===== src/rtl/axis_mon_pkg.sv =====
// Shared constants for the AXI-Stream monitor: error vector width and bit positions.
package axis_mon_pkg;

    localparam int ERR_W        = 7;
    localparam int ERR_RSTVALID = 0;
    localparam int ERR_DROP     = 1;
    localparam int ERR_UNSTABLE = 2;
    localparam int ERR_RESERVED = 3;
    localparam int ERR_OVERLEN  = 4;
    localparam int ERR_UNDERLEN = 5;
    localparam int ERR_STALL    = 6;

    typedef logic [ERR_W-1:0] err_vec_t;

endpackage


===== src/rtl/axis_mon_lenctr.sv =====
// Per-TDEST saturating byte-length tracker with clear-on-last and packet-size limit compares.
module axis_mon_lenctr
    import axis_mon_pkg::*;
#(
    parameter int LGPKT        = 16,
    parameter int VBW          = 3,
    parameter int F_MAX_PACKET = 0,
    parameter int F_MIN_PACKET = 0
) (
    input  logic             clk,
    input  logic             rst_n,
    input  logic             beat,
    input  logic             last,
    input  logic [VBW-1:0]   vbytes,
    output logic [LGPKT-1:0] total,
    output logic             overlen,
    output logic             underlen
);

    localparam logic [LGPKT:0] MAXP = (LGPKT+1)'(F_MAX_PACKET);
    localparam logic [LGPKT:0] MINP = (LGPKT+1)'(F_MIN_PACKET);

    logic [LGPKT-1:0] len;
    logic [LGPKT:0]   sum;

    // One extra bit keeps the limit compares exact even when the sum overflows.
    assign sum      = {1'b0, len} + (LGPKT+1)'(vbytes);
    assign total    = sum[LGPKT] ? '1 : sum[LGPKT-1:0];
    assign overlen  = (F_MAX_PACKET != 0) && beat && (sum > MAXP);
    assign underlen = (F_MIN_PACKET != 0) && beat && last && (sum < MINP);

    always_ff @(posedge clk or negedge rst_n) begin
        if (!rst_n) begin
            len <= '0;
        end else if (beat) begin
            len <= last ? '0 : total;
        end
    end

endmodule


===== src/rtl/axis_stream_monitor.sv =====
// Passive AXI-Stream protocol checker with per-TDEST packet length tracking and saturating statistics.
module axis_stream_monitor
    import axis_mon_pkg::*;
#(
    parameter int DW           = 32,
    parameter int IDW          = 1,
    parameter int DESTW        = 2,
    parameter int UW           = 1,
    parameter int LGPKT        = 16,
    parameter int LGCNT        = 32,
    parameter int F_MAX_PACKET = 0,
    parameter int F_MIN_PACKET = 0,
    parameter int F_MAX_STALL  = 0
) (
    input  logic              i_aclk,
    input  logic              i_aresetn,
    input  logic              i_tvalid,
    input  logic              i_tready,
    input  logic              i_tlast,
    input  logic [DW-1:0]     i_tdata,
    input  logic [DW/8-1:0]   i_tstrb,
    input  logic [DW/8-1:0]   i_tkeep,
    input  logic [IDW-1:0]    i_tid,
    input  logic [DESTW-1:0]  i_tdest,
    input  logic [UW-1:0]     i_tuser,
    input  logic              i_clear,
    output logic [ERR_W-1:0]  o_err_pulse,
    output logic [ERR_W-1:0]  o_err,
    output logic [LGCNT-1:0]  o_pkt_count,
    output logic [LGCNT-1:0]  o_beat_count,
    output logic              o_last_valid,
    output logic [LGPKT-1:0]  o_last_len,
    output logic [DESTW-1:0]  o_last_dest
);

    localparam int NB    = DW / 8;
    localparam int NCHAN = 2 ** DESTW;
    localparam int VBW   = $clog2(NB + 1);
    localparam int SW    = (F_MAX_STALL > 0) ? $clog2(F_MAX_STALL + 1) : 1;
    localparam logic [SW-1:0] STALL_LIM = SW'(F_MAX_STALL);

    logic             accept, stalled, p_stalled;
    logic [VBW-1:0]   vbytes;
    logic             data_changed, side_changed, stall_hit;
    logic [SW-1:0]    stall_cnt;
    err_vec_t         err_next;

    logic             past_valid, p_tvalid, p_tready, p_tlast;
    logic [DW-1:0]    p_tdata;
    logic [NB-1:0]    p_tstrb, p_tkeep;
    logic [IDW-1:0]   p_tid;
    logic [DESTW-1:0] p_tdest;
    logic [UW-1:0]    p_tuser;

    logic [LGPKT-1:0] chan_total [NCHAN];
    logic [NCHAN-1:0] chan_over, chan_under;

    assign accept    = i_tvalid && i_tready;
    assign stalled   = i_tvalid && !i_tready;
    assign p_stalled = past_valid && p_tvalid && !p_tready;

    always_comb begin
        vbytes = '0;
        if (i_tvalid) begin
            for (int unsigned b = 0; b < NB; b++) begin
                vbytes = vbytes + VBW'(i_tkeep[b] & i_tstrb[b]);
            end
        end
    end

    // Only bytes the current TKEEP marks as live must hold their data while stalled.
    always_comb begin
        data_changed = 1'b0;
        for (int unsigned b = 0; b < NB; b++) begin
            if (i_tkeep[b] && (i_tdata[8*b +: 8] != p_tdata[8*b +: 8])) begin
                data_changed = 1'b1;
            end
        end
    end

    assign side_changed = (i_tstrb != p_tstrb) || (i_tkeep != p_tkeep) || (i_tlast != p_tlast)
                       || (i_tid != p_tid) || (i_tdest != p_tdest) || (i_tuser != p_tuser);

    assign stall_hit = (F_MAX_STALL != 0) && stalled && (stall_cnt == STALL_LIM - SW'(1));

    for (genvar c = 0; c < NCHAN; c++) begin : g_chan
        axis_mon_lenctr #(
            .LGPKT        (LGPKT),
            .VBW          (VBW),
            .F_MAX_PACKET (F_MAX_PACKET),
            .F_MIN_PACKET (F_MIN_PACKET)
        ) u_lenctr (
            .clk      (i_aclk),
            .rst_n    (i_aresetn),
            .beat     (accept && (i_tdest == DESTW'(c))),
            .last     (i_tlast),
            .vbytes   (vbytes),
            .total    (chan_total[c]),
            .overlen  (chan_over[c]),
            .underlen (chan_under[c])
        );
    end

    always_comb begin
        err_next               = '0;
        err_next[ERR_RSTVALID] = !past_valid && i_tvalid;
        err_next[ERR_DROP]     = p_stalled && !i_tvalid;
        err_next[ERR_UNSTABLE] = p_stalled && i_tvalid && (data_changed || side_changed);
        err_next[ERR_RESERVED] = i_tvalid && |(~i_tkeep & i_tstrb);
        err_next[ERR_OVERLEN]  = chan_over[i_tdest];
        err_next[ERR_UNDERLEN] = chan_under[i_tdest];
        err_next[ERR_STALL]    = stall_hit;
    end

    always_ff @(posedge i_aclk or negedge i_aresetn) begin
        if (!i_aresetn) begin
            past_valid <= 1'b0;
            p_tvalid   <= 1'b0;
            p_tready   <= 1'b0;
            p_tlast    <= 1'b0;
            p_tdata    <= '0;
            p_tstrb    <= '0;
            p_tkeep    <= '0;
            p_tid      <= '0;
            p_tdest    <= '0;
            p_tuser    <= '0;
        end else begin
            past_valid <= 1'b1;
            p_tvalid   <= i_tvalid;
            p_tready   <= i_tready;
            p_tlast    <= i_tlast;
            p_tdata    <= i_tdata;
            p_tstrb    <= i_tstrb;
            p_tkeep    <= i_tkeep;
            p_tid      <= i_tid;
            p_tdest    <= i_tdest;
            p_tuser    <= i_tuser;
        end
    end

    always_ff @(posedge i_aclk or negedge i_aresetn) begin
        if (!i_aresetn) begin
            stall_cnt <= '0;
        end else if (!stalled) begin
            stall_cnt <= '0;
        end else if (stall_cnt != STALL_LIM) begin
            stall_cnt <= stall_cnt + 1'b1;
        end
    end

    always_ff @(posedge i_aclk or negedge i_aresetn) begin
        if (!i_aresetn) begin
            o_err_pulse  <= '0;
            o_err        <= '0;
            o_pkt_count  <= '0;
            o_beat_count <= '0;
            o_last_valid <= 1'b0;
            o_last_len   <= '0;
            o_last_dest  <= '0;
        end else begin
            o_err_pulse  <= err_next;
            o_err        <= (o_err & ~{ERR_W{i_clear}}) | err_next;
            o_last_valid <= accept && i_tlast;
            if (accept) begin
                if (o_beat_count != '1) begin
                    o_beat_count <= o_beat_count + 1'b1;
                end
                if (i_tlast) begin
                    o_last_len  <= chan_total[i_tdest];
                    o_last_dest <= i_tdest;
                    if (o_pkt_count != '1) begin
                        o_pkt_count <= o_pkt_count + 1'b1;
                    end
                end
            end
        end
    end

endmodule


===== config.mk =====
export PLATFORM = sky130hd
export DESIGN_NAME = axis_stream_monitor
export DESIGN_NICKNAME = d
export VERILOG_FILES = /design/src/rtl/axis_mon_pkg.sv /design/src/rtl/axis_mon_lenctr.sv /design/src/rtl/axis_stream_monitor.sv
export SDC_FILE = /design/constraint.sdc
export NUM_CORES = 1
export LEC_CHECK = 0
export ABC_AREA = 1
export ABC_CLOCK_PERIOD_IN_PS = 5600
export CORE_MARGIN = 2
export CORE_UTILIZATION = 30
export DETAILED_ROUTE_END_ITERATION = 12
export GPL_TIMING_DRIVEN = 0
export PLACE_DENSITY = 0.53
export SETUP_SLACK_MARGIN = 0.05
export SYNTH_ARGS = -nofsm -noshare
export SYNTH_HDL_FRONTEND = slang
export SYNTH_SLANG_ARGS = --single-unit

===== constraint.sdc =====
create_clock -name i_aclk -period 5.6 [get_ports i_aclk]
set_input_delay 0.84 -clock i_aclk [delete_from_list [all_inputs] [get_ports i_aclk]]
set_output_delay 0.84 -clock i_aclk [all_outputs]
set_load 0.005 [all_outputs]

==> results of run 1 <==
==> critical path, cell delays in order <==
cell	delay, ns
clkdlybuf4s50_1	0.59
nand2_1	0.11
fa_1	0.55
inv_1	0.05
ha_1	0.19
ha_1	0.40
nand2_1	0.26
nand2_1	0.08
nand2_1	0.10
inv_1	0.05
ha_1	0.18
inv_1	0.07
nand2_1	0.09
nand2_1	0.09
nand2_2	0.10
nand3_1	0.22
buf_6	0.19
nand2_1	0.10
nand2_1	0.08
o21ai_0	0.17
nor2_1	0.23
nor2_1	0.06
==> kinds of logic (layout without fill, tap and decap cells) <==
group / count (synthesis) / count (layout) / share of synthesized area
AND/OR/NAND/NOR: 837 / 837 / 0.318
buffers and inverters: 248 / 435 / 0.0849
flip-flops: 206 / 206 / 0.442
other: 2 / 4 / 0.000643
XOR/XNOR: 100 / 100 / 0.0750
AO/OA/AOI/OAI: 128 / 128 / 0.0610
adder cells (fa/ha/maj): 17 / 17 / 0.0189
==> state kept, by name (all words and copies together), names as in the netlist <==
signal,cells
p_tstrb,4
p_tlast,1
p_tkeep,4
past_valid,1
o_err_pulse,4
p_tdest,2
o_last_len,16
p_tdata,32
p_tready,1
o_beat_count,32
o_err,7
o_last_dest,2
o_pkt_count,32
o_last_valid,1
p_tid,1
p_tvalid,1
g_chan.u_lenctr.len,64
p_tuser,1
==> where the power goes <==
group	internal, uW	switching, uW	total (uW)
sequential	1690	186	1870
combinational	417	496	913
clock	1010	663	1680
==> routing by layer <==
layer | up-vias | track usage
li1 | 5246 | -
met1 | 4940 | 0.220
met2 | 240 | 0.278
met3 | 63 | 0.0274
met4 | 2 | 0.0530
met5 | - | 0
==> cell usage in the layout (no fill, tap or decap), drive strengths merged, types with 34 or more instances in the layout <==
cell type	synthesis	routed
dfrtp	206	206
nand4	44	44
clkbuf	10	47
xor2	66	66
clkdlybuf4s50	0	142
nand3	123	123
nor3	49	49
nor2	138	138
nand2	442	442
inv	215	215
xnor2	34	34
o21ai	90	90
==> how the worst max path moves through the flow <==
stage	from	endpoint	slack, ns	depth (start not counted)
6_report	i_tkeep[0]	o_last_len[6]	1.23	22
5_1_grt	i_tkeep[0]	o_last_len[6]	0.86	22
4_1_cts	i_tkeep[0]	o_last_len[6]	1.21	22
3_5_place_dp	i_tkeep[0]	o_last_len[6]	0.64	22
3_3_place_gp	i_aresetn	o_beat_count[26]	-5.77	1
2_1_floorplan	i_tstrb[0]	o_last_len[4]	2.09	19
==> per-stage QoR <==
stage	hold slack [ns]	instances
2_1_floorplan	0.423	1540
3_3_place_gp	0.444	2201
3_5_place_dp	0.444	2202
4_1_cts	0.364	2245
5_1_grt	0.380	2245
6_report	0.315	2245
==> layout make-up <==
type / instances / area (um2)
Buffer: 32 / 180
Clock buffer: 37 / 753
Clock inverter: 6 / 82.6
Fill cell: 4097 / 23900
Inverter: 216 / 811
Multi-Input combinational cell: 1086 / 5530
Sequential cell: 206 / 5150
Tap cell: 518 / 648
Timing Repair Buffer: 144 / 1460
==> run_results.csv, run 1 <==
group,metric,value,unit
status,status,"finished clean",
global_routing,grt_max_degree,113,
timing,tns,0,ns
critical_path,r2r_setup_slack,3.24,ns
placement,place_hpwl,24.6,mm
cells_and_area,syn2layout_area_growth,25.3,%
floorplanning,dieHeight,201,um
cts,cts_tree,"built",
yosys,synth_area_per_cell,7.59,um2
detailed_routing,first_pass_iters,5,
floorplanning,die-width,201,um
detailed_routing,wl_met1,15.1,mm
global_routing,antenna_found_initial,1,
critical_path,startpoint_type,"input pin",
flow_run,drv_cap,0,
timing,period_share,0.780,
cts,clk_latency,0.54,ns
critical_path,cp-end-kind,"flip-flop",
floorplanning,core_area,38600,um2
yosys,synth_top_cell_area_share,0.442,
global_routing,overflow,0,
pwr,power_leakage,0.00680,uW
detailed_routing,drtIter0Drc,555,
timing,finalWorstSetupSlack,1.23,ns
global_routing,grt_pass1_vias,10515,
cells_and_area,drive_gt1_frac,0.0660,
timing,skew,0.0105,ns
timing,period_minus_slack,4.37,ns
cells_and_area,final_nets,1779,
detailed_routing,antenna_left,0,
detailed_routing,drc,0,
global_routing,grt_use_total,0.166,
cts,ctsResizeCount,0,
yosys,synthArstFlopShare,1.00,
cts,cts-root-buf,"clkbuf_16",
floorplanning,num_rows,72,
critical_path,worstPathMaxFanout,10,
cts,h-tree-depth,1,
floorplanning,die_area,40500,um2
detailed_routing,top_layer,"met5",
detailed_routing,wirelength,33.2,mm
timing,fmax,229,MHz
min_path,hold_path_class,"in -> async",
timing,slew_headroom,0.484,
yosys,yosys.area.top_type,"dfrtp_1",
global_routing,grt_pass1_wl,54.9,mm
yosys,netlist_instances,1538,
timing,finalSetupViolCount,0,
detailed_routing,vias,10491,
cts,postCtsSetupBuffers,0,
yosys,synth-edff-count,0,
cts,clock_sinks,206,
placement,io_buffers,143,
cells_and_area,diodes,0,
critical_path,cp.required,6.03,ns
yosys,syn_area,11700,um2
detailed_routing,met3_length,1.54,mm
detailed_routing,wl_met2,15.5,mm
critical_path,worstRegToRegCells,12,
yosys,yosys-top-cells-count,"nand2_1 (432), inv_1 (212), dfrtp_1 (206)",
timing,hold_violations,0,
yosys,yosysWarnings,0,
yosys,yosys_register_bits,206,
yosys,ys_top_cells_by_area,"dfrtp_1 (44%), nand2_1 (14%), inv_1 (6.8%)",
yosys,synth-seq-area-share,0.442,
yosys,ys.flop_type,"dfrtp_1",
critical_path,arrival,4.80,ns
cts,ctsHoldBuffers,0,
detailed_routing,wl_per_cell,14.8,um
timing,max_slew.worst_pin.slew,0.774,ns
timing,rsz0062_at_grt,"no",
pwr,peakVddDrop,0.000207,V
pwr,p_per_area,305,nW/um2
floorplanning,ios,147,
placement,place_congestion,0.893,
critical_path,r2r_start,"g_chan[3].u_lenctr.len[2]",
cts,numCtsBuffers,26,
cts,clock_path_buffers,3,
detailed_routing,routed_via_density,4.67,
yosys,synth.most_common_cell,"nand2_1",
placement,place_ws,0.640,ns
timing,slew_violations,0,
placement,place_area,13800,um2
pwr,totalPowerFinal,4460,uW
critical_path,critical_path_class,"in -> reg",
yosys,ys_types,42,
cts,clk_pin_slew,0.06,ns
cells_and_area,postLayoutCoreUtil,0.379,
floorplanning,initial_core_util,0.303,
critical_path,reg2reg_to,"o_last_len[6]",
cells_and_area,finalInstanceArea,14600,um2
Note: power is estimated with default switching activity, not from simulation.
==> run 2: changes to the inputs <==
- ABC_CLOCK_PERIOD_IN_PS: 5600 -> 4250
- clock period: 5.6 -> 4.25 ns (I/O delays scaled with it)
==> run 2 against run 1 <==
Compared with the run above: clock-buffer cell count stayed put; sequential cell count stayed put; sequential power is 32% higher; die area stayed put; critical path depth is 1 lower; setup slack worse by 0.90 ns; combinational power is 31% higher; via count is 0.14% lower; hold slack worse by 0.20 ns; clock power is 32% higher; power is 32% higher; critical path type unchanged; critical endpoint is now o_last_len[13]; largest cell class unchanged.
==> run_results.csv, run 2 (same netlist as run 1, synthesis figures left out) <==
group,metric,value,unit
pwr,peakVddDrop,0.000273,V
cts,numCtsBuffers,26,
cts,postCtsSetupBuffers,0,
detailed_routing,first_pass_iters,5,
cells_and_area,n_fill_cell,4095,
timing,skew,0.00929,ns
detailed_routing,wl_per_cell,14.8,um
cells_and_area,drive_gt1_frac,0.0677,
min_path,hold_path_class,"in -> async",
floorplanning,die-width,201,um
cts,h-tree-depth,1,
timing,finalWorstSetupSlack,0.325,ns
critical_path,startpoint_type,"input pin",
global_routing,grt_pass1_vias,10515,
cells_and_area,final-seq-area,5150,um2
critical_path,worstPathMaxFanout,10,
floorplanning,ios,147,
timing,finalSetupViolCount,0,
cts,clock_path_buffers,3,
cts,cts_tree,"built",
timing,slew_violations,0,
cells_and_area,multi_input_area,5540,um2
cts,clk_latency,0.54,ns
timing,fmax,255,MHz
placement,place_congestion,0.893,
pwr,totalPowerFinal,5880,uW
timing,hold_ws,0.115,ns
global_routing,grt_pass1_wl,54.9,mm
timing,period_minus_slack,3.92,ns
pwr,power_leakage,0.00680,uW
status,status,"finished clean",
detailed_routing,top_layer,"met5",
cts,cts-root-buf,"clkbuf_16",
cells_and_area,diodes,0,
cells_and_area,largest_register_ffs,64,
timing,rsz0062_at_grt,"yes",
timing,hold_violations,0,
placement,io_buffers,143,
floorplanning,dieHeight,201,um
critical_path,cp-end-kind,"flip-flop",
cells_and_area,syn2layout_area_growth,25.4,%
detailed_routing,wl_met2,15.5,mm
detailed_routing,drc,0,
critical_path,critical_path_class,"in -> reg",
timing,max_slew.worst_pin.slew,0.778,ns
detailed_routing,routed_via_density,4.67,
floorplanning,die_area,40500,um2
placement,place_ws,-0.507,ns
critical_path,cp.required,4.68,ns
pwr,p_per_area,402,nW/um2
global_routing,antenna_found_initial,1,
detailed_routing,drtIter0Drc,541,
cts,clock_sinks,206,
critical_path,r2r_setup_slack,1.95,ns
placement,place_hpwl,24.6,mm
critical_path,arrival,4.36,ns
floorplanning,initial_core_util,0.303,
global_routing,grt_use_total,0.166,
floorplanning,core_area,38600,um2
detailed_routing,wl_met1,15.2,mm
cells_and_area,regMostFlops,"g_chan.u_lenctr.len",
cells_and_area,final_cell_mix,"nand2_1 (431), inv_1 (212), dfrtp_1 (206), clkdlybuf4s50_1 (142), nor2_1 (131)",
timing,slew_headroom,0.481,
detailed_routing,met3_length,1.48,mm
floorplanning,num_rows,72,
detailed_routing,vias,10476,
global_routing,overflow,0,
detailed_routing,antenna_left,0,
detailed_routing,wirelength,33.2,mm
cells_and_area,final_nets,1779,
flow_run,drv_cap,0,
cts,clk_pin_slew,0.06,ns
global_routing,grt_max_degree,113,
timing,period_share,0.923,
cells_and_area,final_common_cell,"nand2_1",
run 2: metrics by stage:
stage,util,std cells,cell area (um2),TNS [ns]
final,0.380,2245,14600,0
after global routing,0.380,2245,14600,0
after CTS,0.379,2245,14600,0
after detailed placement,0.358,2202,13800,-11.59
after global placement,0.357,2201,13800,-1423.09
after floorplan,-,1540,11700,0
run 2: path summary, 6_finish.rpt:
| kind | to | start | cells after the start |
|---|---|---|---|
| worst max-delay path | o_last_len[13] | i_tkeep[0] | 21 |
| worst min-delay path | p_tdata[6] | i_aresetn | 1 |
| worst max register to register | o_pkt_count[5] | o_pkt_count[0] | 9 |
| worst min register to register | o_err_pulse[0] | past_valid | 1 |
| max in group asynchronous | o_beat_count[23] | i_aresetn | 2 |
| min in group i_aclk | o_err_pulse[0] | past_valid | 1 |
run 2: where the power goes:
part	switching [uW]	leakage [uW]	internal [uW]
clock network	871	0.000409	1340
registers	245	0.00260	2220
logic	655	0.00379	550
run 2: worst max-delay path: stages:
cell             delay [ns]
clkdlybuf4s50_1        0.59
nand2_1                0.11
fa_1                   0.55
inv_1                  0.05
ha_1                   0.19
ha_2                   0.43
nand3_1                0.19
nand2_1                0.12
inv_1                  0.04
ha_1                   0.18
inv_1                  0.06
nand2_2                0.09
nand2_2                0.09
nand2_4                0.08
nand4_4                0.11
buf_2                  0.26
nand3_1                0.16
nand2_1                0.17
nand3_1                0.10
nor2_1                 0.09
nor2_1                 0.04
run 2: area by class of cell:
cell class                 instances  share of cell area
multi-input combinational       1086               0.379
buffer                            32              0.0123
sequential                       206               0.352
timing repair buffer             144               0.100
tap                              518              0.0443
clock buffer                      37              0.0515
inverter                         216              0.0554
clock inverter                     6             0.00564
run 2: per-layer routing:
layer	global-route usage	vias up
met5	0	-
li1	-	5247
met1	0.220	4947
met3	0.0274	59
met2	0.278	221
met4	0.0530	2
run 2: repair_timing:
action,4_1_cts,5_1_grt
hold buffers,0,0
resized for setup,0,6
setup endpoints to repair,0,17
==> run 3: changes to the inputs <==
==> constraint.sdc (replaced) <==
create_clock -name i_aclk -period 4.25 [get_ports i_aclk]
set_input_delay 0.85 -clock i_aclk [delete_from_list [all_inputs] [get_ports i_aclk]]
set_output_delay 0.85 -clock i_aclk [all_outputs]
set_load 0.005 [all_outputs]
==> run 3 against run 2 <==
Compared with the run above: setup slack got worse by 0.016 ns; clock-buffer cell count unchanged; clock skew increased by 0.0016 ns; global-route usage about the same; critical path type unchanged; critical endpoint is now o_last_len[10]; largest power group unchanged.
==> run_results.csv, run 3 (same netlist as run 1, synthesis figures left out) <==
group,metric,value,unit
cells_and_area,final_common_cell,"nand2_1",
detailed_routing,wl_per_cell,14.8,um
detailed_routing,antenna_left,0,
detailed_routing,met3_length,1.53,mm
cells_and_area,diodes,0,
cells_and_area,largest_register_ffs,64,
timing,tns,0,ns
placement,place_congestion,0.893,
placement,place_area,13800,um2
detailed_routing,vias,10445,
flow_run,drv_cap,0,
cells_and_area,finalInstanceArea,14700,um2
timing,skew,0.0109,ns
timing,period_share,0.927,
pwr,totalPowerFinal,5880,uW
critical_path,reg2reg_to,"o_pkt_count[5]",
cells_and_area,postLayoutCoreUtil,0.380,
critical_path,critical_path_class,"in -> reg",
critical_path,startpoint_type,"input pin",
cts,clock_path_buffers,3,
critical_path,r2r_setup_slack,1.95,ns
min_path,hold_path_class,"in -> async",
floorplanning,ios,147,
timing,rsz0062_at_grt,"no",
critical_path,arrival,4.37,ns
timing,hold_violations,0,
floorplanning,initial_core_util,0.303,
placement,place_hpwl,24.6,mm
cells_and_area,regMostFlops,"g_chan.u_lenctr.len",
timing,slew_violations,0,
timing,period_minus_slack,3.94,ns
detailed_routing,wl_met2,15.5,mm
timing,fmax,254,MHz
timing,slew_headroom,0.485,
global_routing,grt_use_total,0.166,
floorplanning,num_rows,72,
status,status,"finished clean",
cts,cts_tree,"built",
cells_and_area,final_cell_mix,"nand2_1 (431), inv_1 (212), dfrtp_1 (206), clkdlybuf4s50_1 (140), nor2_1 (131)",
cts,h-tree-depth,1,
pwr,power_leakage,0.00682,uW
critical_path,cp.required,4.68,ns
cts,clock_sinks,206,
cts,postCtsSetupBuffers,0,
critical_path,worstRegToRegCells,9,
timing,max_slew.worst_pin.slew,0.773,ns
global_routing,grt_max_degree,113,
critical_path,cp-end-kind,"flip-flop",
cells_and_area,n_fill_cell,4088,
floorplanning,die_area,40500,um2
floorplanning,die-width,201,um
pwr,peakVddDrop,0.000273,V
floorplanning,core_area,38600,um2
floorplanning,dieHeight,201,um
detailed_routing,wirelength,33.2,mm
cts,cts-root-buf,"clkbuf_16",
global_routing,antenna_found_initial,1,
cts,clk_latency,0.54,ns
cells_and_area,final_nets,1779,
detailed_routing,top_layer,"met5",
global_routing,grt_pass1_vias,10525,
detailed_routing,first_pass_iters,5,
global_routing,grt_pass1_wl,55.0,mm
detailed_routing,drtIter0Drc,571,
critical_path,r2r_start,"o_pkt_count[0]",
critical_path,worstPathMaxFanout,10,
timing,finalSetupViolCount,0,
cts,numCtsBuffers,26,
global_routing,overflow,0,
detailed_routing,drc,0,
cells_and_area,syn2layout_area_growth,25.7,%
pwr,p_per_area,401,nW/um2
detailed_routing,wl_met1,15.1,mm
placement,io_buffers,143,
cells_and_area,drive_gt1_frac,0.0683,
cts,ctsHoldBuffers,0,
cts,clk_pin_slew,0.06,ns
detailed_routing,routed_via_density,4.65,
## run 3: worst max-delay path: stages
cell and delay (ns):
clkdlybuf4s50_1 0.57, nand2_1 0.10, fa_1 0.49, inv_1 0.05, ha_1 0.22, ha_4 0.26
nand2_2 0.15, nand2_1 0.10, nand2_1 0.07, inv_1 0.04, ha_1 0.18, inv_1 0.06
nand2_2 0.08, nand2_1 0.10, nand2_2 0.11, nand3_2 0.12, buf_2 0.26, nand3_1 0.16
nand2_1 0.11, nand4_1 0.11, nand2_1 0.11, nand2_1 0.06
## run 3: how the worst max path moves through the flow
| stage | start | end | slack [ns] |
|---|---|---|---|
| after global routing | i_tstrb[1] | o_last_len[6] | 0.06 |
| final | i_tkeep[3] | o_last_len[10] | 0.31 |
| after CTS | i_tkeep[0] | o_last_len[11] | 0.09 |
| after floorplan | i_tstrb[0] | o_last_len[4] | 0.73 |
| after global placement | i_aresetn | o_beat_count[26] | -7.13 |
| after detailed placement | i_tkeep[0] | o_last_len[6] | -0.72 |
## run 3: per-stage QoR
step	std cells	setup slack (ns)	hold slack, ns
after detailed placement	2202	-0.720	0.444
after CTS	2245	0.0877	0.374
after global routing	2245	0.0618	0.390
final	2245	0.310	0.324
after global placement	2201	-7.13	0.444
after floorplan	1540	0.728	0.423
## run 3: cell type report
cell class / count / area, um2 / area share
tap: 518 / 648 / 0.0442
sequential: 206 / 5150 / 0.351
inverter: 216 / 811 / 0.0553
clock inverter: 6 / 82.6 / 0.00563
buffer: 32 / 183 / 0.0125
multi-input combinational: 1086 / 5570 / 0.380
clock buffer: 37 / 753 / 0.0514
timing repair buffer: 144 / 1470 / 0.100
## run 3: power by group
part,internal [uW],switching (uW),total (uW)
registers,2220,245,2470
logic,551,656,1210
clock network,1340,872,2210
## run 3: routing by layer
metal / up-vias / global-route usage
met5: - / 0
met4: 2 / 0.0530
met3: 57 / 0.0274
met2: 227 / 0.278
met1: 4917 / 0.220
li1: 5242 / -
## run 3: timing repair
action | 4_1_cts | 5_1_grt
setup endpoints to repair | 15 | 16
endpoints found under the hold margin | 0 | 0
pin swaps | 0 | 0
resized for setup | 5 | 7
